--- src/rtl/mau_pkg.sv ---
// Shared definitions for the memory access unit, regfile and fetch stages.
package mau_pkg;

  // Load/store sequencer states
  typedef enum logic [1:0] {IDLE, STORE, READ, WB} mau_state_t;

  // Register index of the program counter; loads into it are suppressed
  localparam logic [3:0] PC_IDX = 4'd15;

  // Default word-address and data widths used across the core
  localparam int MAU_ADDR_W = 7;
  localparam int MAU_DATA_W = 32;

endpackage

--- src/rtl/mem_access_unit.sv ---
// Load/store stage between the datapath and the synchronous data RAM.
// One request at a time: stores take two cycles, loads take RAM_LAT+2 cycles.
module mem_access_unit
  import mau_pkg::*;
#(
  parameter int ADDR_W  = MAU_ADDR_W,
  parameter int DATA_W  = MAU_DATA_W,
  parameter int RAM_LAT = 1
) (
  input  logic              clk,
  input  logic              rst,
  input  logic              req_valid,
  output logic              req_ready,
  input  logic              req_is_load,
  input  logic [31:0]       req_addr,
  input  logic [3:0]        req_rd,
  input  logic [DATA_W-1:0] req_str_data,
  output logic [ADDR_W-1:0] mem_addr,
  output logic [DATA_W-1:0] mem_wdata,
  output logic              mem_wren,
  input  logic [DATA_W-1:0] mem_rdata,
  output logic [DATA_W-1:0] w_data_ldr,
  output logic [3:0]        w_addr_ldr,
  output logic              w_en_ldr,
  output logic              pend_valid,
  output logic [3:0]        pend_rd,
  output logic              err_addr
);

  localparam logic [1:0] LAT_C = 2'(RAM_LAT);

  mau_state_t  state;
  logic [1:0]  lat_cnt;
  logic        accept;
  logic        bad_addr;
  logic [ADDR_W-1:0] word_addr;

  // Misaligned byte address, or address beyond the RAM's word range
  function automatic logic addr_is_bad(input logic [31:0] a);
    return (|a[1:0]) || (|a[31:ADDR_W+2]);
  endfunction

  assign accept    = req_valid && req_ready;
  assign bad_addr  = addr_is_bad(req_addr);
  assign word_addr = req_addr[ADDR_W+1:2];

  // Sequencer with registered RAM, regfile and hazard outputs
  always_ff @(posedge clk or posedge rst) begin
    if (rst) begin
      state      <= IDLE;
      lat_cnt    <= 2'd0;
      req_ready  <= 1'b1;
      mem_addr   <= '0;
      mem_wdata  <= '0;
      mem_wren   <= 1'b0;
      w_data_ldr <= '0;
      w_addr_ldr <= 4'd0;
      w_en_ldr   <= 1'b0;
      pend_valid <= 1'b0;
      pend_rd    <= 4'd0;
      err_addr   <= 1'b0;
    end else begin
      err_addr <= 1'b0;
      mem_wren <= 1'b0;
      w_en_ldr <= 1'b0;
      case (state)
        IDLE: begin
          if (accept) begin
            if (bad_addr) begin
              // Rejected: consume the request, flag it, stay ready
              err_addr <= 1'b1;
            end else if (req_is_load) begin
              state      <= READ;
              mem_addr   <= word_addr;
              lat_cnt    <= 2'd1;
              pend_valid <= 1'b1;
              pend_rd    <= req_rd;
              req_ready  <= 1'b0;
            end else begin
              state     <= STORE;
              mem_addr  <= word_addr;
              mem_wdata <= req_str_data;
              mem_wren  <= 1'b1;
              req_ready <= 1'b0;
            end
          end
        end
        STORE: begin
          state     <= IDLE;
          req_ready <= 1'b1;
        end
        READ: begin
          // Address is held; capture read data on the last latency cycle
          if (lat_cnt == LAT_C) begin
            state      <= WB;
            w_data_ldr <= mem_rdata;
            w_addr_ldr <= pend_rd;
            w_en_ldr   <= (pend_rd != PC_IDX);
          end else begin
            lat_cnt <= lat_cnt + 2'd1;
          end
        end
        WB: begin
          state      <= IDLE;
          pend_valid <= 1'b0;
          req_ready  <= 1'b1;
        end
        default: begin
          state     <= IDLE;
          req_ready <= 1'b1;
        end
      endcase
    end
  end

endmodule

--- config.mk ---
export PLATFORM = sky130hd
export DESIGN_NAME = mem_access_unit
export DESIGN_NICKNAME = d
export VERILOG_FILES = /design/src/rtl/mau_pkg.sv /design/src/rtl/mem_access_unit.sv
export SDC_FILE = /design/constraint.sdc
export NUM_CORES = 1
export LEC_CHECK = 0
export CAP_MARGIN = 40
export CORE_ASPECT_RATIO = 0.9
export CORE_UTILIZATION = 36
export DETAILED_ROUTE_END_ITERATION = 10
export PLACE_DENSITY = 0.82
export SLEW_MARGIN = 0
export SYNTH_ARGS = -nofsm -noshare
export SYNTH_HDL_FRONTEND = slang
export SYNTH_SLANG_ARGS = --single-unit
--- constraint.sdc ---
create_clock -name clk -period 2.9 [get_ports clk]
set_input_delay 0.58 -clock clk [delete_from_list [all_inputs] [get_ports clk]]
set_output_delay 0.58 -clock clk [all_outputs]
set_load 0.01 [all_outputs]
* After elaboration in Yosys (flattened, before gate mapping)
Index checks and enable logic that the tools add are counted.
** Word-level totals
- Register bits after elaboration :: 88
- Output and inout port bits :: 84
- Word-level logic and storage cells :: 68
** Cells by class
- Add/sub/neg operators :: 1
- Equal/unequal tests :: 10
- Mux-type cells :: 26
- Bitwise gates (word level) :: 2
- Reductions and logical operators :: 17
** Operator list (count)
- $reduce_or 23->1 :: 1
- $mux 2 :: 8
- $mux 1 :: 14
- $reduce_and 4->1 :: 3
- $ne 2x2->1 const B :: 5
- $reduce_and 3->1 :: 3
- $pmux 2 s3 :: 1
- $reduce_bool 2->1 :: 3
- $reduce_and 5->1 :: 1
- $eq 2x1->1 const B :: 2
- $eq 2x2->1 const B :: 2
- $ne 4x4->1 const B :: 1
- $pmux 1 s2 :: 2
- $pmux 2 s2 :: 1
- $reduce_or 2->1 :: 2
- $add 2x1->2 const B :: 1
- $logic_not 2->1 :: 1
- $not 1->1 :: 2
- $reduce_and 2->1 :: 1
- $logic_and 1x1->1 :: 1
- $logic_or 1x1->1 :: 1

* Logic depth before layout (Yosys ltp)
- Depth in word-level cells :: 5
- Depth in mapped cells :: 7
- Mapped depth without buffers :: 6

* Worst setup path before layout
OpenSTA, ideal clock, no wires.
- Path kind :: input-to-reg
- Start point :: in req_addr[11]
- End point :: reg mem_wdata[0]
- Setup time :: 125 ps
- Data arrival time :: 2087 ps
- Data required time :: 2775 ps
- Slack :: 688 ps
- Stages on the path :: 5
- Cell sequence :: nor4_2 > nand4_2 > nor4_4 > buf_6 > mux2_4
** Between the ends
- Cells in the longest elaborated chain, start to end :: 4
** RTL lines
- start, declared :: line mem_access_unit.sv:15 : input logic [31:0] req_addr,
- $reduce_or 23->1 :: line mem_access_unit.sv:40 : return (|a[1:0]) || (|a[31:ADDR_W+2]);
- $logic_or 1x1->1 :: line mem_access_unit.sv:40
- $not 1->1 (no source line)
- $reduce_and 4->1 (no source line)
- end signal, assigned :: line mem_access_unit.sv:82 : mem_wdata <= req_str_data;
- end, declared :: line mem_access_unit.sv:19 : output logic [DATA_W-1:0] mem_wdata,
No other way between the ends.
A chain may end at the register's enable or synchronous reset.

* Worst setup path after layout
- Start point :: in req_addr[1]
- End point :: reg pend_rd[2]
** Between the ends
- Cells in the longest elaborated chain, start to end :: 4
** RTL lines
- $reduce_or 2->1 :: line mem_access_unit.sv:40
- $logic_or 1x1->1 :: line mem_access_unit.sv:40
- $not 1->1 (no source line)
- $reduce_and 4->1 (no source line)
- end signal, assigned :: line mem_access_unit.sv:77 : pend_rd <= req_rd;
- end, declared :: line mem_access_unit.sv:26 : output logic [3:0] pend_rd,
No other way between the ends.

==> results.sh <==
export IMPL_synthXorXnorAreaFrac=0.002441
export IMPL_seq_area_frac_synth=0.6140
export IMPL_ctsResizeCount=0
export IMPL_tns_ns=0
export IMPL_critical_path_class="primary input to flop"
export IMPL_start_kind="primary input"
export IMPL_post_cts_repair_setup_buffers=0
export IMPL_cts_buffers=9
export IMPL_die_height_um=96.72
export IMPL_ant_nets=0
export IMPL_worstPathArrival_ns=2.55
export IMPL_coreArea_um2=9657
export IMPL_grt_max_degree=45
export IMPL_ys_async_sr_fraction=1.000
export IMPL_synthesis_nets=327
export IMPL_synth_edf_count=0
export IMPL_setup_violations=0
export IMPL_fin_area_um2=5827
export IMPL_vias_per_cell=4.745
export IMPL_place_gp_congestion=0.7957
export IMPL_io_pins=188
export IMPL_hold_viol=0
export IMPL_cap_viol_max_count=0
export IMPL_root_buffer="clkbuf_8"
export IMPL_rsz0062_at_grt="false"
export IMPL_required_ns=3.13
export IMPL_power_leakage_nw=2.523
export IMPL_synthFlopType="dfrtp_1"
export IMPL_crit_path_start="req_addr[1]"
export IMPL_synth_seq_cells=88
export IMPL_worstHoldStart="pend_valid"
export IMPL_power_density_nw_per_um2=397.6
export IMPL_die_w_um=107.2
export IMPL_synthCells=222
export IMPL_path_max_fanout=7
export IMPL_maxSlewHeadroom=0.6590
export IMPL_grt_pass1_vias=2843
export IMPL_grt_pass1_wl_mm=14.09
export IMPL_cts_hold_buf=0
export IMPL_dieArea_um2=10370
export IMPL_drv_slew=0
export IMPL_path_clk_slew_ns=0.09
export IMPL_gr_total_overflow=0
export IMPL_end_kind="flop"
export IMPL_wl_per_cell_um=16.14
export IMPL_drt_first_pass_iters=4
export IMPL_rows=34
export IMPL_synth_compound_area_frac=0.01883
export IMPL_portBuffers=187
export IMPL_fill_cells=810
export IMPL_synth_area_um2=3588
export IMPL_final_min_clock_period_ns=2.318
export IMPL_diodes=0
export IMPL_drive_gt1_frac=0.2689
export IMPL_mostFrequentLayoutCells="clkdlybuf4s50_1 (187), dfrtp_1 (87), mux2_2 (49), mux2_4 (30), clkbuf_8 (10)"
export IMPL_synth_adder_area_share=0.003487
export IMPL_hp_class="flop to flop"
export IMPL_final_nets=524
export IMPL_initial_core_util=0.3716
export IMPL_yosysUniqueCellTypes=30
export IMPL_hpwl_mm=6.507
export IMPL_drtIter0Drc=48
export IMPL_htreeDepth=3
export IMPL_post_route_period_util=0.7994
export IMPL_cts_tree="built"
export IMPL_ys_warn_count=0
export IMPL_r2r_start="state[1]"
export IMPL_synthTopCellsByArea="dfrtp_1 (61%), mux2_2 (15%), mux2_4 (13%)"
export IMPL_num_vias=2610
export IMPL_vdd_drop_max_uv=210.3
export IMPL_antenna_found_initial=0
export IMPL_layout_commonest_cell="clkdlybuf4s50_1"
export IMPL_grt_total_usage=0.1765
export IMPL_cts_sinks=88
export IMPL_dpl_cell_area_um2=5645
export IMPL_synthMuxAreaShare=0.2793
export IMPL_synth_top_area_share=0.6067
export IMPL_drc=0
export IMPL_area_growth_pct=62.38
export IMPL_insertion_delay_ns=0.35
export IMPL_synth_area_leader_cell="dfrtp_1"
export IMPL_cts_max_path_buffers=2
export IMPL_outcome="complete, no violations"
export IMPL_clock_skew_ns=0.009782
export IMPL_wirelength_mm=8.879
export IMPL_worst_slew_pin_slew_ns=0.5114
export IMPL_fmax_ghz=0.4314
export IMPL_synth_top_family_by_area="multiplexers"
export IMPL_yosys_area_share_simple=0.06137
export IMPL_synth_area_per_cell_um2=16.16
## cell usage after synthesis, types with 2 or more instances
cell and n:
buf_6 3, inv_1 4, buf_2 2, nor4_2 4, nand2_1 4, dfrtp_1 87, o21ai_0 2, nor4_1 5
nand3_1 2, mux2_4 30, mux2_2 49, clkbuf_1 4, nor2_1 6, nand3b_1 2, or4_1 2, nor3_1 2
## path summary, 6_finish.rpt
check,to,slack (ns),cells past startpoint
max,pend_rd[2],0.58,7
min in group asynchronous,w_data_ldr[7],0.54,2
min,pend_valid,0.49,1
max in group asynchronous,req_ready,1.66,3
min reg2reg,pend_valid,0.49,1
max reg2reg,mem_wdata[5],0.82,5
## final cells by class
type                            instances  area, µm²  area share
Clock buffer                           10      137.6     0.02362
Clock inverter                          6      43.79    0.007516
Inverter                                4      16.27    0.002791
Multi-Input combinational cell        121       1311      0.2250
Sequential cell                        88       2203      0.3781
Tap cell                              126      157.7     0.02706
Timing Repair Buffer                  195       1957      0.3358
## logic make-up after synthesis
| family | count (synthesis) |
|---|---|
| AO/OA/AOI/OAI | 9 |
| XOR/XNOR | 1 |
| adder cells (fa/ha/maj) | 1 |
| buffers and inverters | 13 |
| flip-flops | 88 |
| multiplexers | 79 |
| AND/OR/NAND/NOR | 31 |
## worst max-delay path: stages
cell and delay (ns):
clkdlybuf4s50_1 0.43, nor4_2 0.34, nand4_2 0.18, buf_4 0.20, nor4_2 0.29, buf_4 0.19
mux2_2 0.33
## where the power goes
group	internal, W	total [W]	switching [W]
sequential	0.00125	0.00126	0.0000106
clock	0.000339	0.000792	0.000453
combinational	0.000183	0.000265	0.0000815
total	0.00177	0.00232	0.000546
## routing by layer
metal | routed length (µm) | share of wire | GRT usage | vias up
met4 | 115 | 0.013 | 0.05796 | 0
li1 | - | - | - | 1197
met5 | 0 | 0 | 0 | -
met2 | 4544 | 0.51 | 0.3132 | 105
met3 | 547 | 0.062 | 0.03774 | 11
met1 | 3672 | 0.41 | 0.2110 | 1297
## registers in the layout, indices dropped and copies added, names as in the netlist
register / flops
pend_valid: 1
w_data_ldr: 32
mem_wren: 1
w_en_ldr: 1
err_addr: 1
mem_wdata: 32
req_ready: 1
lat_cnt: 2
w_addr_ldr: 4
mem_addr: 7
state: 2
pend_rd: 4
## through the flow
step | util | setup WS [ns] | std cells | total power (W) | hold WS, ns
2_1_floorplan | - | 0.04310 | 222 | 0.001342 | 0.5000
3_3_place_gp | 0.5846 | 0.2724 | 534 | 0.001546 | 0.4633
3_5_place_dp | 0.5846 | 0.1823 | 534 | 0.001552 | 0.4695
4_1_cts | 0.6034 | 0.5554 | 550 | 0.002346 | 0.4901
5_1_grt | 0.6034 | 0.4985 | 550 | 0.002436 | 0.5137
6_report | 0.6034 | 0.5818 | 550 | 0.002316 | 0.4885
Note: power is estimated with default switching activity, not from simulation.
